<file path="config.mk">
export PLATFORM = sky130hd
export DESIGN_NAME = regfile_sb
export DESIGN_NICKNAME = d
export VERILOG_FILES = /design/src/rtl/regfile_pkg.sv /design/src/rtl/regfile_scoreboard.sv /design/src/rtl/regfile_sb.sv
export SDC_FILE = /design/constraint.sdc
export NUM_CORES = 2
export LEC_CHECK = 0
export ABC_AREA = 1
export BUFFER_PORTS_ARGS = -buffer_cell sky130_fd_sc_hd__buf_2
export CELL_PAD_IN_SITES_DETAIL_PLACEMENT = 1
export CELL_PAD_IN_SITES_GLOBAL_PLACEMENT = 1
export CORE_MARGIN = 2
export CORE_UTILIZATION = 52
export CTS_BUF_LIST = sky130_fd_sc_hd__clkbuf_4 sky130_fd_sc_hd__clkbuf_8
export CTS_CLUSTER_DIAMETER = 200
export DETAILED_ROUTE_END_ITERATION = 6
export GPL_ROUTABILITY_DRIVEN = 0
export PLACE_DENSITY = 0.91
export SETUP_SLACK_MARGIN = 0.2
export SLEW_MARGIN = 20
export SYNTH_ARGS = -nofsm -noshare
export SYNTH_HDL_FRONTEND = slang
export SYNTH_SLANG_ARGS = --single-unit
</file>
<file path="constraint.sdc">
create_clock -name clock -period 4.35 [get_ports clock]
set_input_delay 0.435 -clock clock [delete_from_list [all_inputs] [get_ports clock]]
set_output_delay 0.435 -clock clock [all_outputs]
set_load 0.005 [all_outputs]
</file>
<file path="src/rtl/regfile_pkg.sv">
// regfile_pkg: shared constants and types for the scoreboarded register file.
//   REGFILE_DATA_W / REGFILE_ADDR_W : default register width / address width
//   reg_addr_t                      : register address at the default width
//   REG_ZERO                        : address of the hardwired-zero register
package regfile_pkg;
    localparam int unsigned REGFILE_DATA_W = 32;
    localparam int unsigned REGFILE_ADDR_W = 5;

    typedef logic [REGFILE_ADDR_W-1:0] reg_addr_t;

    localparam reg_addr_t REG_ZERO = '0;
endpackage

</file>
<file path="src/rtl/regfile_scoreboard.sv">
// regfile_scoreboard: per-register busy bits, reserve arbitration and busy counter.
// Ports:
//   clock, ctrl_reset    : clock, asynchronous active-low reset
//   wr_en, wr_addr       : writeback strobe/address (clears busy)
//   res_en, res_addr     : reserve request/address (sets busy)
//   reserve_stall        : reserve refused this cycle (combinational)
//   busy                 : registered busy bit vector, bit 0 always 0
//   busy_count           : popcount of busy
module regfile_scoreboard
    import regfile_pkg::*;
#(
    parameter int unsigned ADDR_W = REGFILE_ADDR_W
) (
    input  logic                   clock,
    input  logic                   ctrl_reset,
    input  logic                   wr_en,
    input  logic [ADDR_W-1:0]      wr_addr,
    input  logic                   res_en,
    input  logic [ADDR_W-1:0]      res_addr,
    output logic                   reserve_stall,
    output logic [2**ADDR_W-1:0]   busy,
    output logic [ADDR_W:0]        busy_count
);
    localparam int unsigned DEPTH = 2**ADDR_W;

    logic [DEPTH-1:0] busy_q, busy_d;
    logic [ADDR_W:0]  count_q, count_d;
    logic             wr_hit, res_ok, inc, dec;

    always_comb begin
        wr_hit        = wr_en && (wr_addr != ADDR_W'(REG_ZERO));
        // A same-cycle write to the reserved register frees it, so no stall.
        reserve_stall = res_en && busy_q[res_addr] && !(wr_hit && (wr_addr == res_addr));
        res_ok        = res_en && !reserve_stall && (res_addr != ADDR_W'(REG_ZERO));

        busy_d = busy_q;
        if (wr_hit) busy_d[wr_addr] = 1'b0;
        // Reserve applied after the write so it wins on a same-register collision.
        if (res_ok) busy_d[res_addr] = 1'b1;

        // Count tracks the net bit change: a write+reserve to one busy
        // register leaves the bit set and must not decrement.
        inc = res_ok && !busy_q[res_addr];
        dec = wr_hit && busy_q[wr_addr] && !(res_ok && (res_addr == wr_addr));

        count_d = count_q;
        if (inc && !dec)      count_d = count_q + (ADDR_W+1)'(1);
        else if (dec && !inc) count_d = count_q - (ADDR_W+1)'(1);
    end

    always_ff @(posedge clock or negedge ctrl_reset) begin
        if (!ctrl_reset) begin
            busy_q  <= '0;
            count_q <= '0;
        end else begin
            busy_q  <= busy_d;
            count_q <= count_d;
        end
    end

    assign busy       = busy_q;
    assign busy_count = count_q;
endmodule

</file>
<file path="src/rtl/regfile_sb.sv">
// regfile_sb: register file with one write port, two combinational read ports,
// hardwired-zero register 0, per-register scoreboard and a debug tap.
// Ports:
//   clock, ctrl_reset                      : clock, asynchronous active-low reset
//   ctrl_writeEnable/WriteReg, data_writeReg : write port
//   ctrl_readRegA/B -> data_readRegA/B     : combinational read data
//   ready_readRegA/B                       : addressed register not reserved
//   ctrl_reserveEnable/ctrl_reserveReg     : reserve request
//   reserve_stall                          : reserve refused this cycle
//   busy_count                             : number of busy registers
//   data_tap                               : stored value of register TAP_REG
// Option: define REGFILE_BYPASS_EN to forward same-cycle write data/ready to reads.
module regfile_sb
    import regfile_pkg::*;
#(
    parameter int unsigned DATA_W  = REGFILE_DATA_W,
    parameter int unsigned ADDR_W  = REGFILE_ADDR_W,
    parameter int unsigned TAP_REG = 1
) (
    input  logic              clock,
    input  logic              ctrl_reset,
    input  logic              ctrl_writeEnable,
    input  logic [ADDR_W-1:0] ctrl_writeReg,
    input  logic [DATA_W-1:0] data_writeReg,
    input  logic [ADDR_W-1:0] ctrl_readRegA,
    input  logic [ADDR_W-1:0] ctrl_readRegB,
    output logic [DATA_W-1:0] data_readRegA,
    output logic [DATA_W-1:0] data_readRegB,
    output logic              ready_readRegA,
    output logic              ready_readRegB,
    input  logic              ctrl_reserveEnable,
    input  logic [ADDR_W-1:0] ctrl_reserveReg,
    output logic              reserve_stall,
    output logic [ADDR_W:0]   busy_count,
    output logic [DATA_W-1:0] data_tap
);
    localparam int unsigned DEPTH = 2**ADDR_W;

    logic [DATA_W-1:0] regs_q [DEPTH];
    logic [DATA_W-1:0] regs_d [DEPTH];
    logic [DEPTH-1:0]  busy;
    logic              wr_hit;

    regfile_scoreboard #(
        .ADDR_W (ADDR_W)
    ) u_scoreboard (
        .clock         (clock),
        .ctrl_reset    (ctrl_reset),
        .wr_en         (ctrl_writeEnable),
        .wr_addr       (ctrl_writeReg),
        .res_en        (ctrl_reserveEnable),
        .res_addr      (ctrl_reserveReg),
        .reserve_stall (reserve_stall),
        .busy          (busy),
        .busy_count    (busy_count)
    );

    assign wr_hit = ctrl_writeEnable && (ctrl_writeReg != ADDR_W'(REG_ZERO));

    // Register 0 is never written and resets to 0, so it always reads 0.
    always_comb begin
        regs_d = regs_q;
        if (wr_hit) regs_d[ctrl_writeReg] = data_writeReg;
    end

    always_ff @(posedge clock or negedge ctrl_reset) begin
        if (!ctrl_reset) regs_q <= '{default: '0};
        else             regs_q <= regs_d;
    end

    always_comb begin
        data_readRegA  = regs_q[ctrl_readRegA];
        data_readRegB  = regs_q[ctrl_readRegB];
        ready_readRegA = ~busy[ctrl_readRegA];
        ready_readRegB = ~busy[ctrl_readRegB];
`ifdef REGFILE_BYPASS_EN
        if (wr_hit && (ctrl_readRegA == ctrl_writeReg)) begin
            data_readRegA  = data_writeReg;
            ready_readRegA = 1'b1;
        end
        if (wr_hit && (ctrl_readRegB == ctrl_writeReg)) begin
            data_readRegB  = data_writeReg;
            ready_readRegB = 1'b1;
        end
`endif
    end

    assign data_tap = regs_q[TAP_REG];
endmodule

</file>
# Yosys cells after proc, flatten, opt, wreduce, memory -nomap -nowiden
# Cells that the tools add are included.
# W data, S select, Z words.
# classes
n_bitwise,8
n_shift,0
eq_ne,2
n_reduce_logical,24
mux,25
n_div,0
order_cmp,10
addsub,2
mul,0
# op_table
op,n
$bwmux W1024,1
$bmux W32 S5,2
$mux W32,7
$demux W32 S5,1
$and A32 B32 Y32,1
$not A32 Y32,1
$or A32 B32 Y32,1
$lt A5 B6 Y1 const B,4
$bmux W1 S5,4
$ge A6 B6 Y1 const B,3
$not A5 Y6,3
$logic_and A1 B1 Y1,15
$mux W6,2
$demux W1 S5,2
$eq A5 B5 Y1,2
$ge A5 B1 Y1 const B,2
$reduce_bool A5 Y1,2
$add A6 B1 Y6 const B,1
$logic_not A1 Y1,6
$lt A6 B1 Y1 const B,1
$mux W1,6
$sub A6 B1 Y6 const B,1
$not A1 Y1,2
$reduce_bool A2 Y1,1
# word_totals
wordCells,105
latch_bits,0
input_bits,56
romBits,0
regBits,1062
memories,0
ram_bits,0
out_inout_bits,105

# Depth between registers and ports, before layout
# depth
depth_word,14
mapped_depth,23
ltp_nobuf,22

# Modules after synthesis
# Synthesis repeated with hierarchy kept, for this count alone.
# hier_totals
cells_unflattened,8903
area_unflattened_um2,59946.2
# by_module_without_submodules
module,cells_per_inst,instances,seq_area_each_um2,area_each_um2
regfile_sb,8478,1,25624.6,57005.9
regfile_scoreboard,425,1,950.9,2940.3

# Worst setup path before layout
# Ideal clock, no wire load.
# synth_timing
path_kind,input -> register
start,in ctrl_writeReg[1]
end,reg u_scoreboard.count_q[5] (netlist: u_scoreboard.busy_count[5])
setup_time_ns,0.117
t_required_ns,4.233
arrival_ns,2.639
cell_stages,22
setup_slack_ns,1.594
path_buffers,1
cell_sequence,inv_2 nor2_1 inv_2 buf_2 o21ai_0 o21ai_0 nand2_1 nor2_1 nand2_1 nand2_1 ha_1 inv_1 ha_1 nand3_1 nand3_1 nand2_1 a21boi_0 nor2_1 nand2_1 nand2_1 nand2_1 nand2_1
# synth_between
elab_chain_len,14
word_cells_on_any_way,23
classes_between,eq/ne: 2; mux: 3; reduce/logical: 18
# synth_rtl
item,line,rtl
start: declaration,regfile_sb.sv:23,"input logic [ADDR_W-1:0] ctrl_writeReg,"
$reduce_bool A5 Y1,regfile_scoreboard.sv:31,wr_hit = wr_en && (wr_addr != ADDR_W'(REG_ZERO));
$logic_and A1 B1 Y1,regfile_scoreboard.sv:31,
$logic_and A1 B1 Y1,regfile_scoreboard.sv:33,reserve_stall = res_en && busy_q[res_addr] && !(wr_hit && (wr_addr == res_addr));
$logic_not A1 Y1,regfile_scoreboard.sv:33,
$logic_and A1 B1 Y1,regfile_scoreboard.sv:33,
$logic_not A1 Y1,regfile_scoreboard.sv:34,res_ok = res_en && !reserve_stall && (res_addr != ADDR_W'(REG_ZERO));
$logic_and A1 B1 Y1 (2 in series),regfile_scoreboard.sv:34,
$logic_and A1 B1 Y1,regfile_scoreboard.sv:44,dec = wr_hit && busy_q[wr_addr] && !(res_ok && (res_addr == wr_addr));
$logic_not A1 Y1,regfile_scoreboard.sv:44,
$logic_and A1 B1 Y1,regfile_scoreboard.sv:44,
$logic_not A1 Y1,regfile_scoreboard.sv:47,if (inc && !dec) count_d = count_q + (ADDR_W+1)'(1);
$logic_and A1 B1 Y1,regfile_scoreboard.sv:47,
$mux W6 or $reduce_bool A2 Y1 (tied branches),n/a,
end signal: assignment,regfile_scoreboard.sv:57,count_q <= count_d;
end: declaration,regfile_scoreboard.sv:27,"logic [ADDR_W:0] count_q, count_d;"
# Parallel ways exist; a longest one is shown, timed or not. The select of a mux whose other input is x is not followed.
# A chain may end at the register's enable or synchronous reset.

# Worst setup path after layout
# layout_timing
start,in ctrl_readRegA[0]
end,out data_readRegA[3]
# layout_between
elab_chain_len,4
# layout_rtl
item,line,rtl
start: declaration,regfile_sb.sv:25,"input logic [ADDR_W-1:0] ctrl_readRegA,"
$not A5 Y6 (not written as such),regfile_sb.sv:72,data_readRegA = regs_q[ctrl_readRegA];
$bmux W32 S5,regfile_sb.sv:72,
$mux W32 (not written as such) (2 in series),regfile_sb.sv:72,
end: declaration,regfile_sb.sv:27,"output logic [DATA_W-1:0] data_readRegA,"
# Every way passes these cells. The select of a mux whose other input is x is not followed.

==> flow_metrics.py <==
metrics = {
    "placed_design": {
        "dp_slack_ns": 0.876,
        "io_buffers": 160,
        "dp_hpwl_mm": 135,
        "dpl_cell_area_um2": 59500,
        "place_inst": 8785,
    },
    "die": {
        "fp.dieH_um": 339,
        "ios": 161,
        "rows": 122,
        "die_w_um": 339,
        "coreArea_um2": 111000,
        "dieArea_um2": 115000,
        "start_util": 0.526,
    },
    "yosys": {
        "synth_warnings": 0,
        "synth_edf_count": 0,
        "yosys_most_used_dff": "dfrtp_1",
        "synth_top_area_frac": 0.455,
        "synthArstFlopShare": 1.00,
        "ys_seq_area_frac": 0.455,
        "avgSynthCellArea_um2": 7.46,
        "yosysMostFrequentCell": "o21ai_0",
        "synth_cells": 7819,
        "ys_ff_latch": 1062,
        "synth_cell_type_count": 34,
        "ys_top_cells_by_count": "o21ai_0, nor2_1, a21oi_1, dfrtp_1, nand2_1",
        "syn-cell-area_um2": 58400,
        "synthTopCellsByArea": "dfrtp_1, o21ai_0, a21oi_1",
        "synth_top_area_cell": "dfrtp_1",
        "synth_fp_nets": 7881,
    },
    "clock_network": {
        "cts_buffers": 181,
        "clock_latency_ns": 0.89,
        "post_cts_buffers": 0,
        "cts_root_buf": "clkbuf_8",
        "numClockSinks": 1062,
        "cts_tree": "done",
        "cts.htree.levels": 4,
        "path_clk_slew_ns": 0.08,
        "clk_path_buf_depth": 3,
    },
    "detailed_routing": {
        "detail-route-antenna-nets": 0,
        "vias": 62469,
        "wire_per_inst_um": 27.6,
        "drt-total-wl_mm": 252,
        "vias_per_cell": 6.83,
        "firstDrtPassIters": 6,
        "first_iter_violations": 7480,
        "drc": 0,
    },
    "run": {
        "drv_cap": 0,
    },
    "sta": {
        "worstMarginPinSlew_ns": 1.29,
        "fmaxAchievable_mhz": 289,
        "final_hold_viol_count": 0,
        "timing.final.crit_share": 0.795,
        "setup_ws_ns": 0.891,
        "skew_ns": 0.0167,
        "finalSetupTns_ns": 0,
        "maxSlewViolCount": 0,
        "slew_headroom": 0.141,
        "rsz0062_at_grt": "no",
        "setup_viol": 0,
        "layout_min_cycle_time_ns": 3.46,
    },
    "critical_path": {
        "crit_fanout": 138,
        "rrSetupSlack_ns": 1.11,
        "worstPathRequired_ns": 3.91,
        "critical_path_buf_inv_count": 4,
        "crit-reg2reg-launch": "u_scoreboard.busy[2]",
        "crit_start": "ctrl_readRegA[0]",
        "cpLargestDelayFamily": "buffers and inverters",
        "cp-start-kind": "input pin",
        "crit_path_top_delay_cell": "inv_8",
        "r2r_cells": 19,
        "arrival_ns": 3.02,
        "worstPathCellList": "buf_8 -> inv_8 -> buf_12 -> o21ai_0 -> o211ai_1 -> nand3_1 -> nand2_1 -> nand2_1 -> nand2_1 -> buf_2",
        "r2r-end": "u_scoreboard.busy_count[5]",
        "crit_top_cell": "nand2_1",
        "worst_setup_path_end_kind": "output port",
        "slowest_delay_ns": 0.72,
        "criticalPathCategory": "input pin to output port",
    },
    "cells_and_area": {
        "nNetsFinal": 7575,
        "instances_no_fill": 9146,
        "stdcell_area_um2": 63800,
        "drive_above_1_share": 0.0896,
        "area_growth_pct": 9.28,
    },
    "global_route": {
        "grt_first_pass_wirelength_mm": 385,
        "grt_usage": 0.429,
        "grt_pass1_vias": 64355,
        "overflow": 0,
        "antenna_found_initial": 11,
        "grt_max_degree": 149,
    },
    "min_path": {
        "holdCritStartpoint": "ctrl_reserveReg[3]",
        "hold_end": "u_scoreboard.busy[16]",
        "hold_path.class": "input pin to flop",
        "min_path_cells": 6,
    },
    "power": {
        "p_per_area_nw_per_um2": 481,
        "vdd_drop_max_mv": 0.307,
        "p_leak_nw": 27.6,
        "power.total_mw": 30.7,
    },
    "outcome": {
        "status": "complete, no violations",
    },
}
[how the worst max path moves through the flow]
stage | to | slack (ns) | depth (start not counted)
2_1_floorplan | u_scoreboard.busy_count[5] | 1.59 | 22
3_3_place_gp | u_scoreboard.busy_count[5] | 0.91 | 22
3_5_place_dp | u_scoreboard.busy_count[5] | 0.88 | 22
4_1_cts | data_readRegA[3] | 1.01 | 10
5_1_grt | data_readRegA[5] | 0.86 | 10
6_report | data_readRegA[3] | 0.89 | 10
[power by group]
group          switching, mW  leakage (nW)  internal (mW)
Combinational           4.59          12.7           2.34
Sequential              1.70          12.8           12.1
Clock                   4.51          2.08           5.42
[layer usage]
metal,vias up,track usage,part of all wire,wire length (um)
met3,1346,0.106,0.11,28100
met5,-,0,0.00030,76
met1,30890,0.538,0.37,93400
li1,26007,-,-,-
met4,12,0.299,0.073,18500
met2,4214,0.653,0.45,112000
[through the flow]
stage | util | hold slack [ns]
after CTS | 0.574 | 0.0752
after global placement | 0.536 | 0.386
final | 0.575 | 0.127
after floorplan | - | 0.139
after global routing | 0.575 | 0.170
after detailed placement | 0.536 | 0.392
[tightest hold or removal path: stages]
cell and delay [ns]:
buf_2 0.14, nor3_1 0.08, inv_1 0.14, nor2_1 0.07, nand3_1 0.08, nand2_1 0.05
[area by class of cell]
cell class | instances | area, um^2
Clock buffer | 299 | 3750
Clock inverter | 24 | 151
Sequential cell | 1062 | 26600
Multi-Input combinational cell | 5591 | 27100
Tap cell | 1488 | 1860
Timing Repair Buffer | 330 | 2970
Inverter | 347 | 1350
Antenna cell | 5 | 12.5
Fill cell | 13815 | 47200
[sequential cells by signal, summed over array words and instances, names as in the netlist]
register and flops:
u_scoreboard.busy_count 6, regs_q 992, u_scoreboard.busy 32, data_tap 32
[cells by family after synthesis]
group           synth area share
flops                      0.455
fa+ha+maj                0.00142
xor+xnor                0.000901
buf+inv                   0.0814
compound gates             0.293
simple gates               0.167
[timing repair]
| item | CTS | global route |
|---|---|---|
| hold endpoints to repair | 320 | 0 |
| gates resized for setup | 0 | 0 |
| hold buffers | 33 | 0 |
[layout by cell type (no fill, tap or decap), drive strengths merged]
cell	netlist	routed
o211ai	512	512
o21ai	1552	1552
dfrtp	1062	1062
fa	1	1
clkinv	4	16
diode	0	5
nand2	951	951
nor2	1130	1130
inv	343	349
xnor2	3	3
buf	267	297
ha	5	5
a21oi	1089	1089
clkinvlp	0	6
dlygate4sd3	0	33
xor2	3	3
clkbuf	552	299
or2	4	4
o21bai	1	1
nand3	318	318
a22oi	2	2
a21boi	1	1
a31oi	1	1
o21a	2	2
nor3	16	16
Note: power is estimated with default switching activity, not from simulation.
